File: src/rtl/reg_scoreboard_if.sv
// reg_scoreboard_if: decode-stage hazard inputs and shadow-pipeline outputs of the register scoreboard
interface reg_scoreboard_if;
   logic       advance;
   logic       flush;
   logic       id_valid;
   logic       id_reg_write;
   logic       id_mem_read;
   logic [2:0] id_dest;
   logic       id_use_sr1;
   logic       id_use_sr2;
   logic [2:0] id_sr1;
   logic [2:0] id_sr2;
   logic       stall_id;
   logic [7:0] pending;
   logic [2:0] ex_dest;
   logic [2:0] mem_dest;
   logic [2:0] wb_dest;
   logic       ex_wr;
   logic       mem_wr;
   logic       wb_wr;
   modport master (
      output advance, flush, id_valid, id_reg_write, id_mem_read, id_dest,
             id_use_sr1, id_use_sr2, id_sr1, id_sr2,
      input  stall_id, pending, ex_dest, mem_dest, wb_dest, ex_wr, mem_wr, wb_wr
   );
   modport slave (
      input  advance, flush, id_valid, id_reg_write, id_mem_read, id_dest,
             id_use_sr1, id_use_sr2, id_sr1, id_sr2,
      output stall_id, pending, ex_dest, mem_dest, wb_dest, ex_wr, mem_wr, wb_wr
   );
endinterface

File: src/rtl/reg_scoreboard.sv
// reg_scoreboard: shadows EX/MEM/WB destinations, counts pending writes per register, raises the load-use stall
module reg_scoreboard (
   input logic clk,
   input logic reset,
   reg_scoreboard_if.slave bus
);
   typedef struct packed {
      logic       valid;
      logic       reg_write;
      logic       mem_read;
      logic [2:0] dest;
   } slot_t;
   slot_t ex_q, mem_q, wb_q, id_s;
   logic [1:0] count [8];
   logic [3:0] nxt [8];
   logic load_use;
   always_comb begin
      load_use = ex_q.valid & ex_q.reg_write & ex_q.mem_read & bus.id_valid &
                 ((bus.id_use_sr1 & (bus.id_sr1 == ex_q.dest)) | (bus.id_use_sr2 & (bus.id_sr2 == ex_q.dest)));
      bus.stall_id = load_use & ~bus.flush;
      // bubbles are all-zero so debug dest outputs read 0 for empty slots
      id_s = (bus.id_valid & ~bus.stall_id) ? {1'b1, bus.id_reg_write, bus.id_mem_read, bus.id_dest} : '0;
      for (int r = 0; r < 8; r++) begin
         nxt[r] = {2'b00, count[r]}
                + 4'(~bus.flush & id_s.valid & id_s.reg_write & (id_s.dest == 3'(r)))
                - 4'(wb_q.valid & wb_q.reg_write & (wb_q.dest == 3'(r)))
                - 4'(bus.flush & ex_q.valid & ex_q.reg_write & (ex_q.dest == 3'(r)));
         bus.pending[r] = count[r] != 2'd0;
      end
   end
   assign bus.ex_dest  = ex_q.dest;
   assign bus.mem_dest = mem_q.dest;
   assign bus.wb_dest  = wb_q.dest;
   assign bus.ex_wr    = ex_q.valid & ex_q.reg_write;
   assign bus.mem_wr   = mem_q.valid & mem_q.reg_write;
   assign bus.wb_wr    = wb_q.valid & wb_q.reg_write;
   always_ff @(posedge clk) begin
      if (reset) begin
         ex_q  <= '0;
         mem_q <= '0;
         wb_q  <= '0;
         count <= '{default: 2'd0};
      end else if (bus.advance) begin
         wb_q  <= mem_q;
         mem_q <= bus.flush ? '0 : ex_q;
         ex_q  <= bus.flush ? '0 : id_s;
         for (int r = 0; r < 8; r++) begin
            assert (nxt[r] <= 4'd3);
            count[r] <= nxt[r][1:0];
         end
      end
   end
endmodule

File: src/flat_wrapper.sv
// flat-port wrapper written by rule: the top's interface ports become plain ports
module reg_scoreboard_flat 
  (clk, reset, bus_advance, bus_flush, bus_id_valid, bus_id_reg_write, bus_id_mem_read, bus_id_dest, bus_id_use_sr1, bus_id_use_sr2, bus_id_sr1, bus_id_sr2, bus_stall_id, bus_pending, bus_ex_dest, bus_mem_dest, bus_wb_dest, bus_ex_wr, bus_mem_wr, bus_wb_wr);
  reg_scoreboard_if bus_i ();
  input logic clk;
  input logic reset;
  input wire logic [$bits(bus_i.advance)-1:0] bus_advance;
  input wire logic [$bits(bus_i.flush)-1:0] bus_flush;
  input wire logic [$bits(bus_i.id_valid)-1:0] bus_id_valid;
  input wire logic [$bits(bus_i.id_reg_write)-1:0] bus_id_reg_write;
  input wire logic [$bits(bus_i.id_mem_read)-1:0] bus_id_mem_read;
  input wire logic [$bits(bus_i.id_dest)-1:0] bus_id_dest;
  input wire logic [$bits(bus_i.id_use_sr1)-1:0] bus_id_use_sr1;
  input wire logic [$bits(bus_i.id_use_sr2)-1:0] bus_id_use_sr2;
  input wire logic [$bits(bus_i.id_sr1)-1:0] bus_id_sr1;
  input wire logic [$bits(bus_i.id_sr2)-1:0] bus_id_sr2;
  output wire logic [$bits(bus_i.stall_id)-1:0] bus_stall_id;
  output wire logic [$bits(bus_i.pending)-1:0] bus_pending;
  output wire logic [$bits(bus_i.ex_dest)-1:0] bus_ex_dest;
  output wire logic [$bits(bus_i.mem_dest)-1:0] bus_mem_dest;
  output wire logic [$bits(bus_i.wb_dest)-1:0] bus_wb_dest;
  output wire logic [$bits(bus_i.ex_wr)-1:0] bus_ex_wr;
  output wire logic [$bits(bus_i.mem_wr)-1:0] bus_mem_wr;
  output wire logic [$bits(bus_i.wb_wr)-1:0] bus_wb_wr;
  assign bus_i.advance = bus_advance;
  assign bus_i.flush = bus_flush;
  assign bus_i.id_valid = bus_id_valid;
  assign bus_i.id_reg_write = bus_id_reg_write;
  assign bus_i.id_mem_read = bus_id_mem_read;
  assign bus_i.id_dest = bus_id_dest;
  assign bus_i.id_use_sr1 = bus_id_use_sr1;
  assign bus_i.id_use_sr2 = bus_id_use_sr2;
  assign bus_i.id_sr1 = bus_id_sr1;
  assign bus_i.id_sr2 = bus_id_sr2;
  assign bus_stall_id = bus_i.stall_id;
  assign bus_pending = bus_i.pending;
  assign bus_ex_dest = bus_i.ex_dest;
  assign bus_mem_dest = bus_i.mem_dest;
  assign bus_wb_dest = bus_i.wb_dest;
  assign bus_ex_wr = bus_i.ex_wr;
  assign bus_mem_wr = bus_i.mem_wr;
  assign bus_wb_wr = bus_i.wb_wr;
  reg_scoreboard u_core (.clk(clk), .reset(reset), .bus(bus_i));
endmodule
File: config.mk
export PLATFORM = sky130hd
export DESIGN_NAME = reg_scoreboard_flat
export DESIGN_NICKNAME = d
export VERILOG_FILES = /design/src/rtl/reg_scoreboard_if.sv /design/src/rtl/reg_scoreboard.sv /design/src/flat_wrapper.sv
export SDC_FILE = /design/constraint.sdc
export NUM_CORES = 1
export LEC_CHECK = 0
export ABC_AREA = 1
export BUFFER_PORTS_ARGS = -buffer_cell sky130_fd_sc_hd__buf_2
export CAP_MARGIN = 20
export CELL_PAD_IN_SITES_DETAIL_PLACEMENT = 2
export CELL_PAD_IN_SITES_GLOBAL_PLACEMENT = 2
export CORE_MARGIN = 3
export CORE_UTILIZATION = 32
export CTS_CLUSTER_DIAMETER = 80
export DETAILED_ROUTE_END_ITERATION = 10
export PLACE_DENSITY_LB_ADDON = 0.1
export SKIP_CTS_REPAIR_TIMING = 1
export SLEW_MARGIN = 10
export SYNTH_ARGS = -nofsm -noshare
export SYNTH_HDL_FRONTEND = slang
export SYNTH_SLANG_ARGS = --single-unit
File: constraint.sdc
create_clock -name clk -period 5.3 [get_ports clk]
set_input_delay 0.53 -clock clk [delete_from_list [all_inputs] [get_ports clk]]
set_output_delay 0.53 -clock clk [all_outputs]
set_load 0.01 [all_outputs]
# [Yosys cells after proc, flatten, opt, wreduce, memory -nomap -nowiden]
# Cells that the tools add are included.
# Widths: inputs -> output; s select.
[op_classes] add_sub_neg=24 bitwise=43 mux=3 n_reduce_logical=11 eq_ne=23
[op_table] op="$and 2x1->2" count=27
[op_table] op="$eq 3x3->1 const B" count=12
[op_table] op="$sub 2x2->2" count=16
[op_table] op="$eq 3x2->1 const B" count=6
[op_table] op="$mux 6" count=3
[op_table] op="$add 2x2->2" count=8
[op_table] op="$reduce_bool 2->1" count=8
[op_table] op="$and 1x1->1" count=12
[op_table] op="$eq 3x1->1 const B" count=3
[op_table] op="$logic_not 3->1" count=3
[op_table] op="$eq 3x3->1" count=2
[op_table] op="$not 1->1" count=2
[op_table] op="$not 1->2" count=1
[op_table] op="$or 1x1->1" count=1
[word_totals] reg_bits=32 out_inout_bits=21 elab_cells=122 in_bits=18

# [Longest topological paths before layout]
[depth] word_depth=14 mapped_depth=20 ltp_nobuf=19

# [Least setup slack after synthesis]
# OpenSTA, ideal clock, no wires.
[synth_path] path_type="in2reg" from="input bus_id_sr2[0]" to="register u_core.count[9] in the netlist's numbering" setup_time_ps=70 path_buffers=0 arrival_ps=2454 required_time_ps=5230 slack_ps=2776 cell_stages=19 cell_sequence="inv_1 -> nand2_1 -> nand2_1 -> nor2_1 -> nand2_1 -> nand2_1 -> nand2_2 -> nand2_2 -> nor2_2 -> nand2_2 -> nor2_2 -> nand3_1 -> fa_1 -> inv_1 -> ha_1 -> a21oi_1 -> o21a_1 -> o21ai_0 -> a21oi_1"
[synth_via] elab_chain_cells=14 word_cells_on_any_way=15 cone_classes="3 x add/sub; 2 x eq/ne; 1 x mux; 9 x bitwise"
[synth_lines] element="start: declaration" line="flat_wrapper.sv:16" rtl="input wire logic [$bits(bus_i.id_sr2)-1:0] bus_id_sr2;"
[synth_lines] element="$eq 3x3->1 *" line="reg_scoreboard.sv:19" rtl="((bus.id_use_sr1 & (bus.id_sr1 == ex_q.dest)) | (bus.id_use_sr2 & (bus.id_sr2 == ex_q.dest)));"
[synth_lines] element="$and 1x1->1 *" line="reg_scoreboard.sv:19"
[synth_lines] element="$or 1x1->1 *" line="reg_scoreboard.sv:19"
[synth_lines] element="$and 1x1->1 *" line="reg_scoreboard.sv:18" rtl="load_use = ex_q.valid & ex_q.reg_write & ex_q.mem_read & bus.id_valid &"
[synth_lines] element="$and 1x1->1 *" line="reg_scoreboard.sv:20" rtl="bus.stall_id = load_use & ~bus.flush;"
[synth_lines] element="$not 1->1 *" line="reg_scoreboard.sv:22" rtl="id_s = (bus.id_valid & ~bus.stall_id) ? {1'b1, bus.id_reg_write, bus.id_mem_read, bus.id_dest} : '0;"
[synth_lines] element="$and 1x1->1 *" line="reg_scoreboard.sv:22"
[synth_lines] element="$mux 6 *" line="reg_scoreboard.sv:22"
[synth_lines] element="$and 2x1->2 (2 in series)" line="reg_scoreboard.sv:25" rtl="+ 4'(~bus.flush & id_s.valid & id_s.reg_write & (id_s.dest == 3'(r)))"
[synth_lines] element="$and 2x1->2 *" line="reg_scoreboard.sv:25"
[synth_lines] element="$add 2x2->2 *" line="reg_scoreboard.sv:25"
[synth_lines] element="$sub 2x2->2 *" line="reg_scoreboard.sv:26" rtl="- 4'(wb_q.valid & wb_q.reg_write & (wb_q.dest == 3'(r)))"
[synth_lines] element="$sub 2x2->2 *" line="reg_scoreboard.sv:27" rtl="- 4'(bus.flush & ex_q.valid & ex_q.reg_write & (ex_q.dest == 3'(r)));"
[synth_lines] element="end signal: indexed assignment" line="reg_scoreboard.sv:49" rtl="count[r] <= nxt[r][1:0];"
[synth_lines] element="end: declaration" line="reg_scoreboard.sv:14" rtl="logic [1:0] count [8];"
# Mark *: on every way between the ends. The rest lies on a longest branch, timed or not.
# A chain may end at the register's enable or synchronous reset.

# [Worst setup path after layout]
[layout_path] from="register u_core.ex_q (netlist bit u_core.bus.ex_dest[1])" to="register u_core.count[1] in the netlist's numbering"
[layout_via] elab_chain_cells=14 word_cells_on_any_way=19 cone_classes="3 x add/sub; 4 x eq/ne; 1 x mux; 11 x bitwise"
[layout_lines] element="start: declaration" line="reg_scoreboard.sv:13" rtl="slot_t ex_q, mem_q, wb_q, id_s;"
[layout_lines] element="start signal: assignment" line="reg_scoreboard.sv:46" rtl="ex_q <= bus.flush ? '0 : id_s;"
[layout_lines] element="$eq 3x3->1" line="reg_scoreboard.sv:19"
[layout_lines] element="$and 1x1->1" line="reg_scoreboard.sv:19"
[layout_lines] element="$or 1x1->1" line="reg_scoreboard.sv:19"
[layout_lines] element="$and 1x1->1" line="reg_scoreboard.sv:18"
[layout_lines] element="$and 1x1->1" line="reg_scoreboard.sv:20"
[layout_lines] element="$not 1->1" line="reg_scoreboard.sv:22"
[layout_lines] element="$and 1x1->1" line="reg_scoreboard.sv:22"
[layout_lines] element="$mux 6" line="reg_scoreboard.sv:22"
[layout_lines] element="$and 2x1->2 (3 in series)" line="reg_scoreboard.sv:25"
[layout_lines] element="$add 2x2->2" line="reg_scoreboard.sv:25"
[layout_lines] element="$sub 2x2->2" line="reg_scoreboard.sv:26"
[layout_lines] element="$sub 2x2->2 *" line="reg_scoreboard.sv:27"
# Marks and branches as above.

==> results.md <==
- Pwr Density: 256.5 nW/µm²
- Final hold viol count: 0
- Initial DRC Count: 55
- Ant diodes: 0
- Cell Rows: 28
- Top cells by area, synth: dfxtp_1 (31%), nor2_1 (12%), fa_1 (7.9%)
- Number of cells produced by synthesis: 296
- Total gr overflow: 0
- Adder-cell share of the synthesized area: 12.79%
- Initial antenna violation count: 0
- LEAKAGE: 1.188 nW
- CP max-delay cell: dfxtp_1
- Yosys cell types: 23
- DRT Wirelength: between 5000 and 6000 µm
- Compound-Gate Fraction of Synth Area: between 15 and 20%
- Max H-tree Level: 2
- Via count: around 2000
- Post-synth top area share: 31.49%
- Yosys warnings: 0
- Residual DRC: 0
- Crit start category: flip-flop
- Hold path startpoint: u_core.count[13]
- Vias/cell: between 4 and 5
- DP HPWL: ~4400 µm
- Filler instances: approximately 760
- Worst slew pin tran: approximately 930 ps
- Fin crit period: ~3000 ps
- First-pass GRT wire length: ~10000 µm
- Global Route Usage Sum: between 10% and 20%
- Net Sw Frac: around 26%
- CTS root buf: clkbuf_8
- Worst Hold Path Cells: 1
- Setup violations, final: 0
- Sequential share of the synthesized area: a little under a third
- Die W: ~86 µm
- Register share of total power: between 40 and 50%
- Register-to-register setup slack: around 2300 ps
- CTS Buffer Depth: 2
- CP delay by family, top: simple AND/OR/NAND/NOR gates
- Combinational share of power: 12.1%
- XOR/XNOR Fraction of Synth Area: 0%
- Mux cell area share after synthesis: 0%
- Largest net degree at the start of global routing: 30
- Relative slew slack: a little under two fifths
- Commonest non-fill, non-tap cell in the layout: nor2_1
- Status: finished clean
- Fin nets: 357
- Leading area contributor after synthesis: dfxtp_1
- Core area: between 6000 and 7000 µm²
- Synthesized-area fraction occupied by and/or/nand/nor cells: between 20% and 30%
- # IOs: 39
- Worst Hold End: u_core.count[13]
- Post-DP Area: between 2000 and 2500 µm²
- Worst-Skew Late Latency: 290 ps
- Worst vdd ir: 0.00008946 V
- Req. time, crit path: ~5500 ps
- Layout cells sized above 1: around a fifth
- Setup TNS: 0 ps
- Worst-path clk slew: approximately 70 ps
- Buffers on Ports: 38
- Reg-to-Reg End: u_core.count[1]
- Register Area: between 600 and 700 µm²
- Avg Inst Size Synth: between 6 and 7 µm²
- Max-cap viol count: 0
- Bufs and invs on worst path: 0
- CTS buffer count: 5
- Vias in the first global route: approximately 2100
- Routed Antenna Nets: 0
- Routability congestion estimate from global placement: between 0.7 and 0.8
- Worst-path maximum fanout: 10
- Endpoint class of the critical path: flip-flop
- Kind of critical path: flip-flop to flip-flop
- Commonest cells after routing, fill and taps aside: nor2_1 (66), inv_1 (38), buf_2 (38)
- TritonCTS Sinks: 32
- Critical Path Most Common Cell: nand2_1
- Worst-path cell chain: nand2_1, nand2_1, nor2_1, nand2_1, nand2_1, nand2_2, nand2_2, nor2_1, nand2_1, nor2_1, fa_1, ha_1, a21oi_1, o21ai_0, o21ai_0, a21oi_1
- Fmax: 329.6 MHz
- Reg2reg start: u_core.bus.ex_dest[1]
- Pins Over Slew Limit: 0
- Initial Utilization: about 34%
- Final Cycle Share: about 57%
- Clk_skew: 7.390 ps
- Area of the mapped netlist: between 2000 and 2500 µm²
- Largest family of logic cells by synthesized area: simple AND/OR/NAND/NOR gates
- P&R area growth vs syn: 14.33%
- Clock power share: between 40% and 50%
- TritonCTS clock tree: yes
- Internal power: around 0.00044 W
- Mapped Nets: 330
- Chip height: 85.74 µm
- Psw: about 0.00015 W
- Multi-input logic area: ~1100 µm²
- Largest stage delay, worst path: approximately 670 ps
- Worst r2r path cells: 16
- Die Area: approximately 7400 µm²
- Crit path arrival time: 3200 ps
- Hold Path Class: flip-flop to flip-flop
- Seq cells post-synth: 32
- RSZ-0062 raised after global routing: no
- Tot Pwr: 0.0005965 W
- Drt wl/cell: about 15 µm
- Final instance area: around 2300 µm²
- DR pass1 iterations: 4
-- registers in the layout, indices dropped and copies added (netlist names) --
register / cells
u_core.count: 16
u_core.bus.ex_dest: 3
u_core.bus.mem_dest: 3
u_core.bus.wb_dest: 3
u_core.ex_q: 3
u_core.mem_q: 2
u_core.wb_q: 2
-- cells in the mapped netlist (all sizes together) --
library cell,n
nor3,6
fa,8
or2,8
inv,41
dfxtp,32
ha,8
nor2,68
buf,14
clkbuf,4
a21oi,26
nand2,38
nand4,1
o21ai,31
nor4,1
o21a,4
nand3,6
-- metal layers --
metal	track usage, %	share of wire, %	up-vias
met3	2.594	3.3	7
met5	0	0	-
met2	32.20	50	28
met4	5.468	1.3	0
met1	20.47	45	942
li1	-	-	976
-- cell families after synthesis --
| logic type | Yosys count |
|---|---|
| and+or+nand+nor | 128 |
| AOI/OAI and AO/OA | 61 |
| buffers and inverters | 59 |
| DFF | 32 |
| adders and majority gates | 16 |
-- power groups by stage --
stage,sequential (W),combinational (W),clock [W]
final,0.000260,0.0000724,0.000264
after global routing,0.000262,0.0000843,0.000278
after CTS,0.000260,0.0000744,0.000269
after detailed placement,0.000266,0.0000737,0
after global placement,0.000266,0.0000710,0
after floorplan,0.000262,0.0000514,0
-- worst max-delay path by stage --
| stage | startpoint | endpoint | slack, ps | cells after the start |
|---|---|---|---|---|
| 3_3_place_gp | u_core.bus.ex_dest[1] | u_core.count[9] | 2310 | 18 |
| 6_report | u_core.bus.ex_dest[1] | u_core.count[1] | 2270 | 16 |
| 3_5_place_dp | u_core.bus.ex_dest[1] | u_core.count[9] | 2240 | 18 |
| 4_1_cts | u_core.bus.ex_dest[1] | u_core.count[3] | 2190 | 18 |
| 5_1_grt | u_core.bus.ex_dest[0] | u_core.count[3] | 1900 | 18 |
| 2_1_floorplan | bus_id_sr2[0] | u_core.count[9] | 2780 | 19 |
-- through the flow --
stage                     std cells  util (%)  setup slack (ps)  hold slack (ps)
after global routing            399     38.60              1898            478.8
after CTS                       399     38.60              2191            453.4
after global placement          391     36.50              2315            426.6
after detailed placement        391     36.50              2239            440.6
after floorplan                 296         -              2776            413.8
final                           399     38.60              2266            448.4
-- layout make-up --
type | count | area share [%]
multi-input cells | 205 | 47.77
repair buffers | 38 | 8.176
clock buffers | 7 | 4.142
clock inverters | 1 | 1.291
flip-flops and latches | 32 | 27.54
well taps | 75 | 4.034
inverters | 41 | 7.047
Power figures use the tool's default switching activity.
